## src/rtl/cdm_sweep_ctrl_if.sv

```systemverilog
// cdm_sweep_ctrl_if: host, multiplier and logger signal bundle of the sweep controller
interface cdm_sweep_ctrl_if #(parameter int WIDTH = 8);
  logic                 start;
  logic                 abort;
  logic                 busy;
  logic                 done;
  logic [WIDTH-1:0]     mul_a;
  logic [WIDTH-1:0]     mul_b;
  logic [2*WIDTH-1:0]   mul_r;
  logic                 out_valid;
  logic [WIDTH-1:0]     out_a;
  logic [WIDTH-1:0]     out_b;
  logic [2*WIDTH-1:0]   out_r;
  logic [2*WIDTH-1:0]   out_ed;
  logic [2*WIDTH:0]     err_cnt;
  logic [4*WIDTH-1:0]   sum_ed;
  logic [2*WIDTH-1:0]   max_ed;
  logic [WIDTH-1:0]     max_a;
  logic [WIDTH-1:0]     max_b;
  modport slave (
    input  start, abort, mul_r,
    output busy, done, mul_a, mul_b, out_valid, out_a, out_b, out_r, out_ed,
           err_cnt, sum_ed, max_ed, max_a, max_b
  );
  modport master (
    output start, abort, mul_r,
    input  busy, done, mul_a, mul_b, out_valid, out_a, out_b, out_r, out_ed,
           err_cnt, sum_ed, max_ed, max_a, max_b
  );
endinterface

```

## src/rtl/cdm_sweep_ctrl.sv

```systemverilog
// cdm_sweep_ctrl: exhaustive operand sweep of an approximate multiplier with on-chip error statistics
module cdm_sweep_ctrl #(
  parameter int WIDTH = 8,
  parameter int LAT   = 0
) (
  input logic            clk,
  input logic            rst,
  cdm_sweep_ctrl_if.slave sw
);
  localparam int KW = 2 * WIDTH;
  localparam int EW = KW + 1;
  localparam int SW = 4 * WIDTH;
  typedef enum logic [1:0] {IDLE, RUN, DRAIN, DONE} state_t;
  state_t          r_state, w_next;
  logic [KW-1:0]   r_k;
  logic            w_start, w_abort, w_ev_raw, w_ev, w_last_k, w_last_ev, w_busy, w_done;
  logic [WIDTH-1:0] w_ea, w_eb;
  logic [KW-1:0]   w_ex, w_ed;
  logic            r_ov;
  logic [WIDTH-1:0] r_oa, r_ob, r_ma, r_mb;
  logic [KW-1:0]   r_or, r_oed, r_max;
  logic [EW-1:0]   r_err;
  logic [SW-1:0]   r_sum;
  assign w_start   = (r_state == IDLE) && sw.start;
  assign w_abort   = w_busy && sw.abort;
  assign w_ev      = w_ev_raw && !w_abort;
  assign w_last_k  = &r_k;
  assign w_last_ev = w_ev && (&{w_ea, w_eb});
  assign w_ex      = KW'(w_ea) * KW'(w_eb);
  assign w_ed      = (w_ex >= sw.mul_r) ? w_ex - sw.mul_r : sw.mul_r - w_ex;
  generate
    if (LAT == 0) begin : g_comb
      assign w_ea     = r_k[KW-1:WIDTH];
      assign w_eb     = r_k[WIDTH-1:0];
      assign w_ev_raw = r_state == RUN;
    end else begin : g_dl
      logic [KW:0] r_dl [LAT];
      // operands ride alongside the multiplier pipeline; abort flushes pairs still in flight
      always_ff @(posedge clk)
        if (rst || w_abort) for (int i = 0; i < LAT; i++) r_dl[i] <= '0;
        else begin
          r_dl[0] <= {r_state == RUN, r_k};
          for (int i = 1; i < LAT; i++) r_dl[i] <= r_dl[i-1];
        end
      assign {w_ev_raw, w_ea, w_eb} = r_dl[LAT-1];
    end
  endgenerate
  // state register
  always_ff @(posedge clk)
    r_state <= rst ? IDLE : w_next;
  // next state: abort beats completion, completion follows the final evaluation
  always_comb begin
    w_next = r_state;
    case (r_state)
      IDLE:    w_next = sw.start ? RUN : IDLE;
      RUN:     w_next = sw.abort ? IDLE : w_last_ev ? DONE : w_last_k ? DRAIN : RUN;
      DRAIN:   w_next = sw.abort ? IDLE : w_last_ev ? DONE : DRAIN;
      default: w_next = IDLE;
    endcase
  end
  // state-decoded status outputs
  always_comb begin
    w_busy = (r_state == RUN) || (r_state == DRAIN);
    w_done = r_state == DONE;
  end
  // pair index: one pair per RUN cycle, holding the last pair once issue stops
  always_ff @(posedge clk)
    if (rst || w_start) r_k <= '0;
    else if (r_state == RUN && !w_last_k && !sw.abort) r_k <= r_k + KW'(1);
  // per-pair record and running statistics, cleared by an accepted start
  always_ff @(posedge clk)
    if (rst) begin
      r_ov  <= 1'b0;
      r_oa  <= '0;
      r_ob  <= '0;
      r_or  <= '0;
      r_oed <= '0;
      r_err <= '0;
      r_sum <= '0;
      r_max <= '0;
      r_ma  <= '0;
      r_mb  <= '0;
    end else begin
      r_ov <= w_ev;
      if (w_start) begin
        r_err <= '0;
        r_sum <= '0;
        r_max <= '0;
        r_ma  <= '0;
        r_mb  <= '0;
      end else if (w_ev) begin
        r_oa  <= w_ea;
        r_ob  <= w_eb;
        r_or  <= sw.mul_r;
        r_oed <= w_ed;
        r_err <= r_err + EW'(w_ed != '0);
        r_sum <= r_sum + SW'(w_ed);
        if (w_ed > r_max) begin
          r_max <= w_ed;
          r_ma  <= w_ea;
          r_mb  <= w_eb;
        end
      end
    end
  assign sw.busy      = w_busy;
  assign sw.done      = w_done;
  assign sw.mul_a     = r_k[KW-1:WIDTH];
  assign sw.mul_b     = r_k[WIDTH-1:0];
  assign sw.out_valid = r_ov;
  assign sw.out_a     = r_oa;
  assign sw.out_b     = r_ob;
  assign sw.out_r     = r_or;
  assign sw.out_ed    = r_oed;
  assign sw.err_cnt   = r_err;
  assign sw.sum_ed    = r_sum;
  assign sw.max_ed    = r_max;
  assign sw.max_a     = r_ma;
  assign sw.max_b     = r_mb;
endmodule

```

## src/flat_wrapper.sv

```systemverilog
// flat-port wrapper written by rule: the top's interface ports become plain ports
module cdm_sweep_ctrl_flat 
#(
  parameter int WIDTH = 8,
  parameter int LAT   = 0
)
  (clk, rst, sw_start, sw_abort, sw_mul_r, sw_busy, sw_done, sw_mul_a, sw_mul_b, sw_out_valid, sw_out_a, sw_out_b, sw_out_r, sw_out_ed, sw_err_cnt, sw_sum_ed, sw_max_ed, sw_max_a, sw_max_b);
  cdm_sweep_ctrl_if #(.WIDTH(WIDTH)) sw_i ();
  input logic clk;
  input logic rst;
  input wire logic [$bits(sw_i.start)-1:0] sw_start;
  input wire logic [$bits(sw_i.abort)-1:0] sw_abort;
  input wire logic [$bits(sw_i.mul_r)-1:0] sw_mul_r;
  output wire logic [$bits(sw_i.busy)-1:0] sw_busy;
  output wire logic [$bits(sw_i.done)-1:0] sw_done;
  output wire logic [$bits(sw_i.mul_a)-1:0] sw_mul_a;
  output wire logic [$bits(sw_i.mul_b)-1:0] sw_mul_b;
  output wire logic [$bits(sw_i.out_valid)-1:0] sw_out_valid;
  output wire logic [$bits(sw_i.out_a)-1:0] sw_out_a;
  output wire logic [$bits(sw_i.out_b)-1:0] sw_out_b;
  output wire logic [$bits(sw_i.out_r)-1:0] sw_out_r;
  output wire logic [$bits(sw_i.out_ed)-1:0] sw_out_ed;
  output wire logic [$bits(sw_i.err_cnt)-1:0] sw_err_cnt;
  output wire logic [$bits(sw_i.sum_ed)-1:0] sw_sum_ed;
  output wire logic [$bits(sw_i.max_ed)-1:0] sw_max_ed;
  output wire logic [$bits(sw_i.max_a)-1:0] sw_max_a;
  output wire logic [$bits(sw_i.max_b)-1:0] sw_max_b;
  assign sw_i.start = sw_start;
  assign sw_i.abort = sw_abort;
  assign sw_i.mul_r = sw_mul_r;
  assign sw_busy = sw_i.busy;
  assign sw_done = sw_i.done;
  assign sw_mul_a = sw_i.mul_a;
  assign sw_mul_b = sw_i.mul_b;
  assign sw_out_valid = sw_i.out_valid;
  assign sw_out_a = sw_i.out_a;
  assign sw_out_b = sw_i.out_b;
  assign sw_out_r = sw_i.out_r;
  assign sw_out_ed = sw_i.out_ed;
  assign sw_err_cnt = sw_i.err_cnt;
  assign sw_sum_ed = sw_i.sum_ed;
  assign sw_max_ed = sw_i.max_ed;
  assign sw_max_a = sw_i.max_a;
  assign sw_max_b = sw_i.max_b;
  cdm_sweep_ctrl #(.WIDTH(WIDTH), .LAT(LAT)) u_core (.clk(clk), .rst(rst), .sw(sw_i));
endmodule
```

## config.mk

```make
export PLATFORM = sky130hd
export DESIGN_NAME = cdm_sweep_ctrl_flat
export DESIGN_NICKNAME = d
export VERILOG_FILES = /design/src/rtl/cdm_sweep_ctrl_if.sv /design/src/rtl/cdm_sweep_ctrl.sv /design/src/flat_wrapper.sv
export SDC_FILE = /design/constraint.sdc
export NUM_CORES = 1
export LEC_CHECK = 0
export ABC_AREA = 1
export CORE_MARGIN = 1
export CORE_UTILIZATION = 45
export DETAILED_ROUTE_END_ITERATION = 10
export HOLD_SLACK_MARGIN = 0.1
export PLACE_DENSITY = 0.66
export REMOVE_ABC_BUFFERS = 1
export SETUP_SLACK_MARGIN = 0.3
export SLEW_MARGIN = 10
export SYNTH_ARGS = -nofsm -noshare
export SYNTH_HDL_FRONTEND = slang
export SYNTH_SLANG_ARGS = --single-unit
```

## constraint.sdc

```tcl
create_clock -name clk -period 21 [get_ports clk]
set_clock_uncertainty 0.15 [all_clocks]
set_input_delay 2.1 -clock clk [delete_from_list [all_inputs] [get_ports clk]]
set_output_delay 2.1 -clock clk [all_outputs]
set_load 0.01 [all_outputs]
```

==> results of run 1 <==
worst min-delay path by stage:
stage | start | end | slack (ns) | depth (start not counted)
CTS | u_core.sw.err_cnt[16] | u_core.sw.err_cnt[16] | 0.34 | 1
finish | u_core.sw.err_cnt[16] | u_core.sw.err_cnt[16] | 0.32 | 1
floorplan | u_core.sw.err_cnt[16] | u_core.sw.err_cnt[16] | 0.34 | 1
global placement | u_core.sw.err_cnt[16] | u_core.sw.err_cnt[16] | 0.30 | 1
detailed placement | u_core.sw.err_cnt[16] | u_core.sw.err_cnt[16] | 0.31 | 1
global route | u_core.sw.max_a[1] | u_core.sw.max_a[1] | 0.36 | 2
final cells by class:
type / count / area share (%)
Multi-Input combinational cell: 1190 / 50.8
Sequential cell: 148 / 20.9
Timing Repair Buffer: 174 / 12.2
Inverter: 333 / 8.85
Clock buffer: 17 / 3.01
Tap cell: 330 / 2.92
Clock inverter: 15 / 1.31
cell families after synthesis:
kind of cell | count (synthesis)
adder cells (fa/ha/maj) | 138
AO/OA/AOI/OAI | 305
flip-flops | 148
XOR/XNOR | 35
AND/OR/NAND/NOR | 712
buffers and inverters | 397
flip-flops by register name, indices dropped and copies added (netlist names):
name / flops
u_core.sw.out_a: 8
u_core.sw.max_a: 8
u_core.sw.sum_ed: 32
u_core.r_state: 2
u_core.sw.out_valid: 1
u_core.sw.out_ed: 16
u_core.sw.max_ed: 16
u_core.r_k: 16
u_core.sw.out_b: 8
u_core.sw.out_r: 16
u_core.sw.err_cnt: 17
u_core.sw.max_b: 8
per-stage QoR:
stage	setup slack, ns	instances	util [%]	area (µm²)	power, mW
floorplan	12.70	1671	-	11400	0.409
detailed placement	11.93	2175	53.5	13500	0.472
CTS	11.91	2207	55.9	14200	0.790
global route	11.09	2207	55.9	14200	0.822
global placement	12.21	2175	53.5	13500	0.470
finish	11.93	2207	55.9	14200	0.786
cells in the final DEF, fill, tap and decap left out, drive strengths merged, types with 3 or more instances in the layout:
master / n
a211oi: 3
a21o: 4
a21oi: 167
buf: 7
clkbuf: 17
clkdlybuf4s50: 167
clkinv: 7
dfxtp: 148
fa: 39
ha: 99
inv: 340
nand2: 388
nand3: 109
nand3b: 6
nand4: 20
nor2: 150
nor3: 23
nor4: 8
o211ai: 8
o21a: 6
o21ai: 103
o21bai: 6
xnor2: 3
xor2: 32
Yosys cell counts (11+ instances only):
cell type,count
nand2_1,376
nand3_2,28
clkbuf_1,41
nor3_1,21
nand3_1,81
nor2_1,145
buf_2,11
a21oi_1,163
fa_1,39
xor2_1,32
nand4_1,20
o21ai_0,101
dfxtp_1,148
ha_1,99
inv_1,327
power groups by stage:
stage	Sequential [mW]	Clock, mW	Combinational [mW]
CTS	0.302	0.323	0.164
detailed placement	0.309	0	0.163
global route	0.304	0.335	0.183
floorplan	0.312	0	0.0970
global placement	0.309	0	0.162
finish	0.303	0.320	0.164
metal layers:
| layer | part of all wire (%) | track usage, % | wire (µm) | up-vias |
|---|---|---|---|---|
| li1 | - | - | - | 5741 |
| met1 | 46 | 32.8 | 15000 | 5087 |
| met2 | 47 | 41.9 | 15400 | 275 |
| met3 | 6.6 | 5.23 | 2160 | 23 |
| met4 | 1.1 | 5.69 | 357 | 0 |
| met5 | 0 | 0 | 0 | - |
==> impl_metrics.json, run 1 <==
{
  "status": "complete, no violations",
  "p_leak_nw": 6.91,
  "crit_type": "reg2reg",
  "slew_headroom_pct": 41.4,
  "cp_common_cell": "inv_1",
  "fin_crit_ns": 9.07,
  "crit_path_top_delay_cell": "dfxtp_1",
  "critPathCapture": "u_core.sw.err_cnt[16]",
  "ff2ff_path_depth": 50,
  "synthAdderAreaFrac_pct": 17.2,
  "die_area_um2": 26700,
  "cts_max_path_buffers": 2,
  "synth_top_area_cell": "dfxtp_1",
  "hold_buffers": 0,
  "whs_ns": 0.324,
  "power.density_nw_per_um2": 55.6,
  "avgSynthCellArea_um2": 6.75,
  "fin_nets": 2022,
  "p_seq_share_pct": 38.5,
  "path_clk_slew_ns": 0.08,
  "io_pins": 168,
  "grt_pass1_vias": 10200,
  "yosysWarnings": 0,
  "end_kind": "flop",
  "cts_setup_buffers": 0,
  "drive_above_1_share_pct": 5.38,
  "synth_top_area_share_pct": 25.3,
  "p_int_uw": 518,
  "io_buffers": 167,
  "tightest_slew_ns": 0.879,
  "critPathMaxFanout": 17,
  "slew_viol_final": 0,
  "ys_seq_elements": 148,
  "synth_compound_area_share_pct": 14.1,
  "cts_made_buffers": 17,
  "yosys-top-cells-area": "dfxtp_1 (25%), nand2_1 (12%), ha_1 (11%), inv_1 (10%), a21oi_1 (7.0%)",
  "root_buffer": "clkbuf_16",
  "diodes": 0,
  "p_sw_uw": 268,
  "area_delta_synth_final_pct": 20.8,
  "crit_path_max_incr_delay_ns": 0.68,
  "power_switching_share_pct": 34.1,
  "clock_latency_ns": 0.44,
  "nFillCells": 2476,
  "crit_path_start": "u_core.r_k[11]",
  "ant_nets": 0,
  "crit_family": "adder cells",
  "synthCells": 1735,
  "critPathRequiredTime_ns": 21.23,
  "synth_top_family_by_area": "simple AND/OR/NAND/NOR gates",
  "tns_ns": 0,
  "hold_viol_final": 0,
  "start_util_pct": 46.3,
  "die_y_um": 163,
  "cts_num_sinks": 148,
  "dp_hpwl_mm": 25.1,
  "cp-start-kind": "flop",
  "pwr-share-clk_pct": 40.7,
  "htree_num_levels": 4,
  "ys_async_sr_fraction_pct": 0,
  "synth-edff-count": 0,
  "gp_congestion": 0.935,
  "regArea_um2": 2960,
  "finalWirelength_mm": 32.9,
  "crit_buf_inv": 11,
  "hp-class": "reg2reg",
  "grt_max_degree": 78,
  "synth_area_um2": 11700,
  "vias": 11100,
  "rsz0062_at_grt": "false",
  "coreArea_um2": 25300,
  "vias_per_cell": 5.04,
  "grt_pass1_wl_mm": 53.0,
  "setup_viol": 0,
  "muxShareOfSynthArea_pct": 0,
  "drc": 0,
  "drt_iter0_markers": 699,
  "die-width_um": 163,
  "post_cts_resized": 0,
  "yosysUniqueCellTypes": 51,
  "seq_area_frac_synth_pct": 25.3,
  "synthSimpleGateAreaFrac_pct": 27.2,
  "std_cell_rows": 58,
  "period_share_pct": 43.2,
  "ff2ff_setup_slack_ns": 11.93,
  "synth-main-ff-cell": "dfxtp_1",
  "grt-ovfl-total": 0,
  "cp_num_cells": 50,
  "regToRegEndpoint": "u_core.sw.err_cnt[16]",
  "critical_path_arrival_ns": 9.30,
  "drtPass1Iterations": 5,
  "maxCapViolCount": 0,
  "ir_drop_mv": 0.0448,
  "grt_use_total_pct": 25.1,
  "pwr-share-comb_pct": 20.9,
  "fmax_ghz": 0.110,
  "r2r-start": "u_core.r_k[11]",
  "synth_xor_area_share_pct": 2.62,
  "antenna_found_initial": 0,
  "multiInputGateArea_um2": 7190,
  "wl_per_cell_um": 14.9,
  "cts_tree": "yes"
}
Power figures use the tool's default switching activity.
==> run 2: changes to the inputs <==
clock period = 9.52 ns   (was 21 ns; I/O delays follow)
==> impl_metrics.json, run 2 (synthesized netlist as in run 1, its figures left out) <==
{
  "status": "complete, no violations",
  "io_pins": 168,
  "fin_nets": 2028,
  "coreArea_um2": 25300,
  "final_common_cell": "nand2_1",
  "hold_buffers": 0,
  "rsz0062_at_grt": "false",
  "drt_iter0_markers": 800,
  "fin_crit_ns": 8.45,
  "vias": 11300,
  "p_sw_uw": 588,
  "crit_buf_inv": 11,
  "dp_hpwl_mm": 25.7,
  "grt_max_degree": 78,
  "die_area_um2": 26700,
  "antenna_found_initial": 0,
  "hold_viol_final": 0,
  "fmax_ghz": 0.118,
  "crit_type": "reg2reg",
  "drive_above_1_share_pct": 6.69,
  "period_share_pct": 88.8,
  "critPathRequiredTime_ns": 9.75,
  "std_cell_rows": 58,
  "crit_path_max_incr_delay_ns": 0.55,
  "end_kind": "flop",
  "final_cell_mix": "nand2_1 (375), inv_1 (326), clkdlybuf4s50_1 (167)",
  "p_leak_nw": 6.95,
  "grt-ovfl-total": 0,
  "grt_use_total_pct": 25.5,
  "cp_common_cell": "inv_1",
  "vias_per_cell": 5.12,
  "start_util_pct": 46.3,
  "pwr-share-clk_pct": 40.3,
  "p_int_mw": 1.14,
  "p_seq_share_pct": 38.4,
  "tightest_slew_ns": 0.902,
  "pwr-share-comb_pct": 21.3,
  "ant_nets": 0,
  "htree_num_levels": 4,
  "wl_per_cell_um": 15.2,
  "cts_made_buffers": 17,
  "die-width_um": 163,
  "maxCapViolCount": 0,
  "cts_tree": "yes",
  "largest_register_ff_count": 32,
  "grt_pass1_vias": 10700,
  "gp_congestion": 0.935,
  "slew_headroom_pct": 39.8,
  "power_switching_share_pct": 34.0,
  "crit_path_top_delay_cell": "fa_1",
  "fin_ws_ns": 1.07,
  "area_delta_synth_final_pct": 21.9,
  "setup_viol": 0,
  "slew_viol_final": 0,
  "critical_path_arrival_ns": 8.68,
  "grt_pass1_wl_mm": 53.6,
  "drtPass1Iterations": 7,
  "cts_num_sinks": 148,
  "root_buffer": "clkbuf_16",
  "drc": 0,
  "hp-class": "reg2reg",
  "post-place-ws_ns": 0.331,
  "crit_family": "adder cells",
  "tns_ns": 0,
  "finalWirelength_mm": 33.6,
  "critPathMaxFanout": 17,
  "cp-start-kind": "flop",
  "diodes": 0,
  "cts_max_path_buffers": 2,
  "ir_drop_mv": 0.127,
  "clock_latency_ns": 0.44,
  "power.density_nw_per_um2": 121,
  "path_clk_slew_ns": 0.08,
  "die_y_um": 163,
  "io_buffers": 167
}
[run 2: cell count changes in the layout (fill, tap and decap cells not counted), sizes merged]
cell,before,now
buf,7,13
clkinv,7,8
clkinvlp,1,2
inv,340,338
[run 2: timing repair]
action	in CTS	in global routing
setup buffers	0	4
endpoints found under the setup margin	1	62
resized for setup	2	27
pin swaps	0	1
[run 2: final cells by class]
class | count | area (µm²)
multi-input cells | 1190 | 7210
inverters | 333 | 1250
well taps | 330 | 413
fillers | 2525 | 11000
clock buffers | 17 | 425
repair buffers | 180 | 1790
clock inverters | 15 | 189
flip-flops and latches | 148 | 2990
[run 2: power by group through the flow]
stage	sequential, mW	clock, mW	combinational (mW)
after global placement	0.681	0	0.361
after CTS	0.667	0.709	0.368
after floorplan	0.689	0	0.214
after global routing	0.668	0.732	0.411
final	0.666	0.697	0.369
after detailed placement	0.681	0	0.365
[run 2: routing by layer]
| layer | vias up | track usage (%) | share of wire [%] |
|---|---|---|---|
| met5 | - | 0 | 0 |
| met4 | 0 | 7.82 | 1.9 |
| met3 | 42 | 6.15 | 6.8 |
| met2 | 296 | 43.2 | 47 |
| met1 | 5223 | 31.7 | 44 |
| li1 | 5759 | - | - |
[run 2: final timing paths]
check | to | cells after the start | from | slack, ns
setup reg to reg | u_core.sw.err_cnt[16] | 50 | u_core.r_k[5] | 1.07
hold reg to reg | u_core.sw.err_cnt[16] | 1 | u_core.sw.err_cnt[16] | 0.32
setup / recovery | u_core.sw.err_cnt[16] | 50 | u_core.r_k[5] | 1.07
hold / removal | u_core.sw.err_cnt[16] | 1 | u_core.sw.err_cnt[16] | 0.32
[run 2: through the flow]
step	std cells	hold WS (ns)	power, mW	cell area [µm²]	util [%]
floorplan	1671	0.340	0.902	11400	-
global placement	2177	0.300	1.04	13600	53.6
detailed placement	2177	0.307	1.05	13600	53.6
CTS	2209	0.330	1.74	14200	56.1
global route	2213	0.358	1.81	14300	56.4
finish	2213	0.319	1.73	14300	56.4
